===== src/rtl/imm_gen_pkg.sv =====
// Shared types for the pipelined immediate generator.
// Select encodings and the legality helper used by the expander.
package imm_gen_pkg;

  localparam int IMM_SEL_W = 3;
  localparam int XLEN_DEF  = 32;
  localparam int TAG_W_DEF = 4;

  typedef enum logic [IMM_SEL_W-1:0] {
    IMM_I = 3'd0,
    IMM_S = 3'd1,
    IMM_B = 3'd2,
    IMM_U = 3'd3,
    IMM_J = 3'd4,
    IMM_Z = 3'd5
  } imm_sel_e;

  function automatic logic sel_legal(
    input logic [IMM_SEL_W-1:0] sel
  );
    return (sel <= IMM_Z);
  endfunction

endpackage


===== src/rtl/imm_gen_pipe_if.sv =====
// Valid/ready bus between the instruction register and ID/EX.
// Input offer, output result and flush share one bundle.
interface imm_gen_pipe_if
  import imm_gen_pkg::*;
#(
  parameter int XLEN  = XLEN_DEF,
  parameter int TAG_W = TAG_W_DEF
);

  logic                 flush;
  logic                 in_valid;
  logic                 in_ready;
  logic [24:0]          in_instr;
  logic [IMM_SEL_W-1:0] in_imm_sel;
  logic [TAG_W-1:0]     in_tag;
  logic                 out_valid;
  logic                 out_ready;
  logic [XLEN-1:0]      out_imm;
  logic [TAG_W-1:0]     out_tag;
  logic                 out_illegal;

  modport master (
    output flush,
    output in_valid,
    input  in_ready,
    output in_instr,
    output in_imm_sel,
    output in_tag,
    input  out_valid,
    output out_ready,
    input  out_imm,
    input  out_tag,
    input  out_illegal
  );

  modport slave (
    input  flush,
    input  in_valid,
    output in_ready,
    input  in_instr,
    input  in_imm_sel,
    input  in_tag,
    output out_valid,
    input  out_ready,
    output out_imm,
    output out_tag,
    output out_illegal
  );

endinterface


===== src/rtl/imm_expand.sv =====
// Combinational immediate extraction and extension.
// Every format is built as a 32-bit signed value, then widened.
module imm_expand
  import imm_gen_pkg::*;
#(
  parameter int XLEN = XLEN_DEF
) (
  input  logic [31:7]          instr,
  input  logic [IMM_SEL_W-1:0] sel,
  output logic [XLEN-1:0]      imm,
  output logic                 illegal
);

  logic [31:0] raw;

  always_comb begin
    raw = '0;
    unique case (1'b1)
      (sel == IMM_I):
        raw = {{20{instr[31]}}, instr[31:20]};
      (sel == IMM_S):
        raw = {{20{instr[31]}},
               instr[31:25], instr[11:7]};
      (sel == IMM_B):
        raw = {{19{instr[31]}}, instr[31],
               instr[7], instr[30:25],
               instr[11:8], 1'b0};
      (sel == IMM_U):
        raw = {instr[31:12], 12'b0};
      (sel == IMM_J):
        raw = {{11{instr[31]}}, instr[31],
               instr[19:12], instr[20],
               instr[30:21], 1'b0};
      (sel == IMM_Z):
        raw = {27'b0, instr[19:15]};
      default:
        raw = '0;
    endcase
  end

  // Z has bit 31 clear, so sign extension is also zero extension
  assign imm     = XLEN'($signed(raw));
  assign illegal = !sel_legal(sel);

endmodule


===== src/rtl/imm_gen_pipe.sv =====
// Decode-stage immediate generator with a registered output
// and a one-entry skid buffer; in_ready comes straight off a flop.
module imm_gen_pipe
  import imm_gen_pkg::*;
#(
  parameter int XLEN  = XLEN_DEF,
  parameter int TAG_W = TAG_W_DEF
) (
  input logic           clk,
  input logic           rst,
  imm_gen_pipe_if.slave bus
);

  if (XLEN != 32 && XLEN != 64) begin : g_xlen_chk
    $error("imm_gen_pipe: XLEN must be 32 or 64");
  end

  typedef struct packed {
    logic [XLEN-1:0]  imm;
    logic [TAG_W-1:0] tag;
    logic             illegal;
  } entry_t;

  logic [XLEN-1:0] new_imm;
  logic            new_ill;
  entry_t          new_e;

  entry_t o_q, o_d;
  entry_t k_q, k_d;
  logic   o_vld_q, o_vld_d;
  logic   k_vld_q, k_vld_d;
  logic   accept;
  logic   o_load;

  imm_expand #(
    .XLEN (XLEN)
  ) u_expand (
    .instr   (bus.in_instr),
    .sel     (bus.in_imm_sel),
    .imm     (new_imm),
    .illegal (new_ill)
  );

  assign new_e = '{
    imm:     new_imm,
    tag:     bus.in_tag,
    illegal: new_ill
  };

  assign accept = bus.in_valid && !k_vld_q;
  assign o_load = !o_vld_q || bus.out_ready;

  always_comb begin
    o_d     = o_q;
    o_vld_d = o_vld_q;
    k_d     = k_q;
    k_vld_d = k_vld_q;
    if (o_load) begin
      if (k_vld_q) begin
        o_d     = k_q;
        o_vld_d = 1'b1;
        k_vld_d = 1'b0;
      end else if (accept) begin
        o_d     = new_e;
        o_vld_d = 1'b1;
      end else begin
        o_vld_d = 1'b0;
      end
    end else if (accept) begin
      k_d     = new_e;
      k_vld_d = 1'b1;
    end
    // flush wins over any load or accept this cycle
    if (bus.flush) begin
      o_vld_d = 1'b0;
      k_vld_d = 1'b0;
    end
  end

  always_ff @(posedge clk) begin
    if (rst) begin
      o_q     <= '0;
      k_q     <= '0;
      o_vld_q <= 1'b0;
      k_vld_q <= 1'b0;
    end else begin
      o_q     <= o_d;
      k_q     <= k_d;
      o_vld_q <= o_vld_d;
      k_vld_q <= k_vld_d;
    end
  end

  assign bus.in_ready    = !k_vld_q;
  assign bus.out_valid   = o_vld_q;
  assign bus.out_imm     = o_q.imm;
  assign bus.out_tag     = o_q.tag;
  assign bus.out_illegal = o_q.illegal;

endmodule


===== src/flat_wrapper.sv =====
// flat-port wrapper written by rule: the top's interface ports become plain ports
module imm_gen_pipe_flat import imm_gen_pkg::*;
#(
  parameter int XLEN  = XLEN_DEF,
  parameter int TAG_W = TAG_W_DEF
)
  (clk, rst, bus_flush, bus_in_valid, bus_in_ready, bus_in_instr, bus_in_imm_sel, bus_in_tag, bus_out_valid, bus_out_ready, bus_out_imm, bus_out_tag, bus_out_illegal);
  imm_gen_pipe_if #(.XLEN(XLEN), .TAG_W(TAG_W)) bus_i ();
  input logic clk;
  input logic rst;
  input wire logic [$bits(bus_i.flush)-1:0] bus_flush;
  input wire logic [$bits(bus_i.in_valid)-1:0] bus_in_valid;
  output wire logic [$bits(bus_i.in_ready)-1:0] bus_in_ready;
  input wire logic [$bits(bus_i.in_instr)-1:0] bus_in_instr;
  input wire logic [$bits(bus_i.in_imm_sel)-1:0] bus_in_imm_sel;
  input wire logic [$bits(bus_i.in_tag)-1:0] bus_in_tag;
  output wire logic [$bits(bus_i.out_valid)-1:0] bus_out_valid;
  input wire logic [$bits(bus_i.out_ready)-1:0] bus_out_ready;
  output wire logic [$bits(bus_i.out_imm)-1:0] bus_out_imm;
  output wire logic [$bits(bus_i.out_tag)-1:0] bus_out_tag;
  output wire logic [$bits(bus_i.out_illegal)-1:0] bus_out_illegal;
  assign bus_i.flush = bus_flush;
  assign bus_i.in_valid = bus_in_valid;
  assign bus_in_ready = bus_i.in_ready;
  assign bus_i.in_instr = bus_in_instr;
  assign bus_i.in_imm_sel = bus_in_imm_sel;
  assign bus_i.in_tag = bus_in_tag;
  assign bus_out_valid = bus_i.out_valid;
  assign bus_i.out_ready = bus_out_ready;
  assign bus_out_imm = bus_i.out_imm;
  assign bus_out_tag = bus_i.out_tag;
  assign bus_out_illegal = bus_i.out_illegal;
  imm_gen_pipe #(.XLEN(XLEN), .TAG_W(TAG_W)) u_core (.clk(clk), .rst(rst), .bus(bus_i));
endmodule

===== config.mk =====
export PLATFORM = sky130hd
export DESIGN_NAME = imm_gen_pipe_flat
export DESIGN_NICKNAME = d
export VERILOG_FILES = /design/src/rtl/imm_gen_pkg.sv /design/src/rtl/imm_gen_pipe_if.sv /design/src/rtl/imm_expand.sv /design/src/rtl/imm_gen_pipe.sv /design/src/flat_wrapper.sv
export SDC_FILE = /design/constraint.sdc
export NUM_CORES = 1
export LEC_CHECK = 0
export BUFFER_PORTS_ARGS = -buffer_cell sky130_fd_sc_hd__buf_2
export CAP_MARGIN = 20
export CORE_AREA = 10 10 93 95
export DETAILED_ROUTE_END_ITERATION = 7
export DIE_AREA = 0 0 103 105
export HOLD_SLACK_MARGIN = 0.08
export PLACE_DENSITY = 0.9
export SLEW_MARGIN = 5
export SYNTH_ARGS = -nofsm -noshare
export SYNTH_HDL_FRONTEND = slang
export SYNTH_SLANG_ARGS = --single-unit

===== constraint.sdc =====
create_clock -name clk -period 1.8 [get_ports clk]
set_input_delay 0.18 -clock clk [delete_from_list [all_inputs] [get_ports clk]]
set_output_delay 0.18 -clock clk [all_outputs]
set_load 0.02 [all_outputs]

==> summary.md <==
| Metric | Value |
|---|---|
| FMAX | `606 MHz` |
| Final period utilization | `~90%` |
| Leak Pwr | `approximately 1.7 nW` |
| Drc violations | `0` |
| Hold/Removal Path Class | `in2reg` |
| Worst hold path depth | `3` |
| Nature of the critical path startpoint | `register` |
| First-pass GRT wire length | `16.6 mm` |
| Worst skew pair latency | `0.36 ns` |
| Post-synthesis sequential area ratio | `about two fifths` |
| Max-slew violation count | `0` |
| CTS Sinks | `76` |
| Core Box Area | `roughly 6800 µm²` |
| Setup CP Type | `reg2reg` |
| Antenna Cells | `0` |
| Outcome | `finished, final reports clean` |
| Mapped Nets | `451` |
| Setup TNS | `0 ns` |
| Chip Height | `about 110 µm` |
| Port bufs | `75` |
| Min Hold Slack | `about 0.1 ns` |
| EDFF count, synth | `0` |
| Synth area leader | `dfxtp_1` |
| Relative slew slack | `between 40% and 50%` |
| Largest net degree at the start of global routing | `38` |
| Root Driver | `clkbuf_8` |
| Fillers | `between 500 and 600` |
| H-tree levels | `3` |
| Synthesized instance count | `414` |
| Top_reg_cell synth | `dfxtp_1` |
| Gr ovfl total | `0` |
| Vias per cell | `about 6.2` |
| Initial DRC count | `318` |
| HPWL Detailed | `~7.3 mm` |
| Max Cap Viol | `0` |
| Worst ir drop on vdd | `503 µV` |
| Multi-input combinational cell area | `between 1500 and 2000 µm²` |
| Initial Utilization | `between 50% and 60%` |
| Setup repair after global routing missed its margin | `false` |
| Endpoint class of the critical path | `register` |
| Initial antenna violation count | `0` |
| PD cells | `between 800 and 900 nW/µm²` |
| CTS tree | `built` |
| Die span in x | `between 100 and 150 µm` |
| Clock skew | `between 0.009 and 0.01 ns` |
| Aggregate routed wire length | `~10 mm` |
| Via count | `about 3500` |
| Worst Path Arrival | `1.89 ns` |
| Critical path data required time | `slightly above 2 ns` |
| Detail Route Antenna Nets | `0` |
| Synth cell types | `slightly above 40` |
| Layout area overhead | `19.1%` |
| Post-synth top area share | `a little over two fifths` |
| Post-synth ARST share | `0%` |
| Number of CTS-inserted buffers | `9` |
| Worst Path Max Fanout | `27` |
| Clock transition at path regs | `about 0.08 ns` |
| Final worst path period need | `~1.6 ns` |
| Synth Warn # | `0` |
| Full die area | `around 11000 µm²` |
| Worst r2r path cells | `5` |
| Pwr Total | `about 3.7 mW` |
| Post-Place Worst Slack | `roughly 0.11 ns` |
| CTS max path bufs | `2` |
| Io pins | `between 70 and 80` |
| Pre-Repair DR Iteration Count | `6` |
| Worst Setup Slack, final | `0.150 ns` |
| Mapped Area | `3660 µm²` |
| Seq. cell area | `approximately 1500 µm²` |
| Most frequent cells in the layout | `buf_2 (75), dfxtp_1 (75), nor2_1 (43), a21oi_1 (43), nand3b_1 (24)` |
| # rows | `30` |
| Global Route Usage Sum | `a little under a fifth` |
| Synth top area cells | `dfxtp_1 (42%), a21oi_1 (5.9%), nand3b_1 (4.9%)` |
| Mapped Avg Cell Area | `8.83 µm²` |
| Number of synthesized register bits | `between 70 and 80` |
| GP Congestion | `roughly 0.9` |
| Layout cells sized above 1 | `just under 30%` |
| Worst slew pin tran | `about 0.76 ns` |
| Final #Nets | `520` |
| Final setup viols | `0` |
| Vias in the first global route | `between 3000 and 4000` |
| DR WL/cell | `between 15 and 20 µm` |
| Final Hold Vio Count | `0` |
registers in the layout (all words and copies together), names as in the netlist:
register	cells
u_core.bus.out_illegal	1
u_core.bus.out_imm	32
u_core.bus.out_tag	4
u_core.bus.out_valid	1
u_core.k_q	37
u_core.k_vld_q	1
critical path: stages, from the launching register on:
cell and delay (ns):
dfxtp_2 0.50, buf_12 0.23, nor3b_2 0.06, buf_4 0.20, a2111oi_2 0.44, nor3_2 0.08
repair_timing:
action	4_1_cts	5_1_grt
setup endpoints to repair	0	14
resized for setup	0	1
hold buffers	3	0
setup buffers	0	0
endpoints found under the hold margin	4	0
report_power, final:
group | internal, mW | switching, mW
Sequential | 1.75 | 0.0343
Clock | 0.678 | 0.646
Combinational | 0.241 | 0.377
final timing paths:
kind,end,startpoint,slack (ns)
worst max register to register,u_core.bus.out_imm[28],u_core.k_vld_q,0.15
worst min register to register,u_core.k_q[2],u_core.k_q[2],0.46
worst min-delay path,u_core.k_q[4],bus_in_tag[3],0.1
worst max-delay path,u_core.bus.out_imm[28],u_core.k_vld_q,0.15
cells in the mapped netlist, drive strengths merged, types with 11 or more instances:
library cell / number
clkbuf: 15
a211oi: 16
a21oi: 43
a2111oi: 11
nand3b: 25
nor3: 20
buf: 27
o22ai: 12
o21ai: 21
a22oi: 12
nor2: 44
nor3b: 17
nand2: 20
dfxtp: 76
through the flow:
step / instance area [µm²] / utilization (%) / std cells
after global routing: 4350 / 64.4 / 568
after floorplan: 3660 / - / 414
after detailed placement: 4110 / 60.9 / 548
after global placement: 4110 / 60.9 / 548
final: 4350 / 64.4 / 568
after CTS: 4340 / 64.3 / 567
final cells by class:
type,count,area share [%]
Tap cell,80,2.30
Multi-Input combinational cell,295,44.2
Inverter,2,0.172
Sequential cell,76,35.0
Timing Repair Buffer,99,13.8
Clock inverter,6,1.44
Clock buffer,10,3.16
routing by layer:
metal	wire [µm]	up-vias	track usage, %
met5	0	-	0
met4	283	0	7.65
met3	1030	29	6.06
met2	4880	186	30.2
met1	4210	1630	22.4
li1	-	1670	-
cell families (layout without fill, tap and decap cells):
| kind of cell | after synthesis | count (layout) | synth area share, % |
|---|---|---|---|
| and+or+nand+nor | 151 | 151 | 24.0 |
| AOI/OAI and AO/OA | 133 | 134 | 25.6 |
| DFF | 76 | 76 | 41.6 |
| buffers and inverters | 44 | 117 | 6.09 |
| muxes | 9 | 9 | 2.46 |
| adders and majority gates | 1 | 1 | 0.308 |
Power figures use the tool's default switching activity.
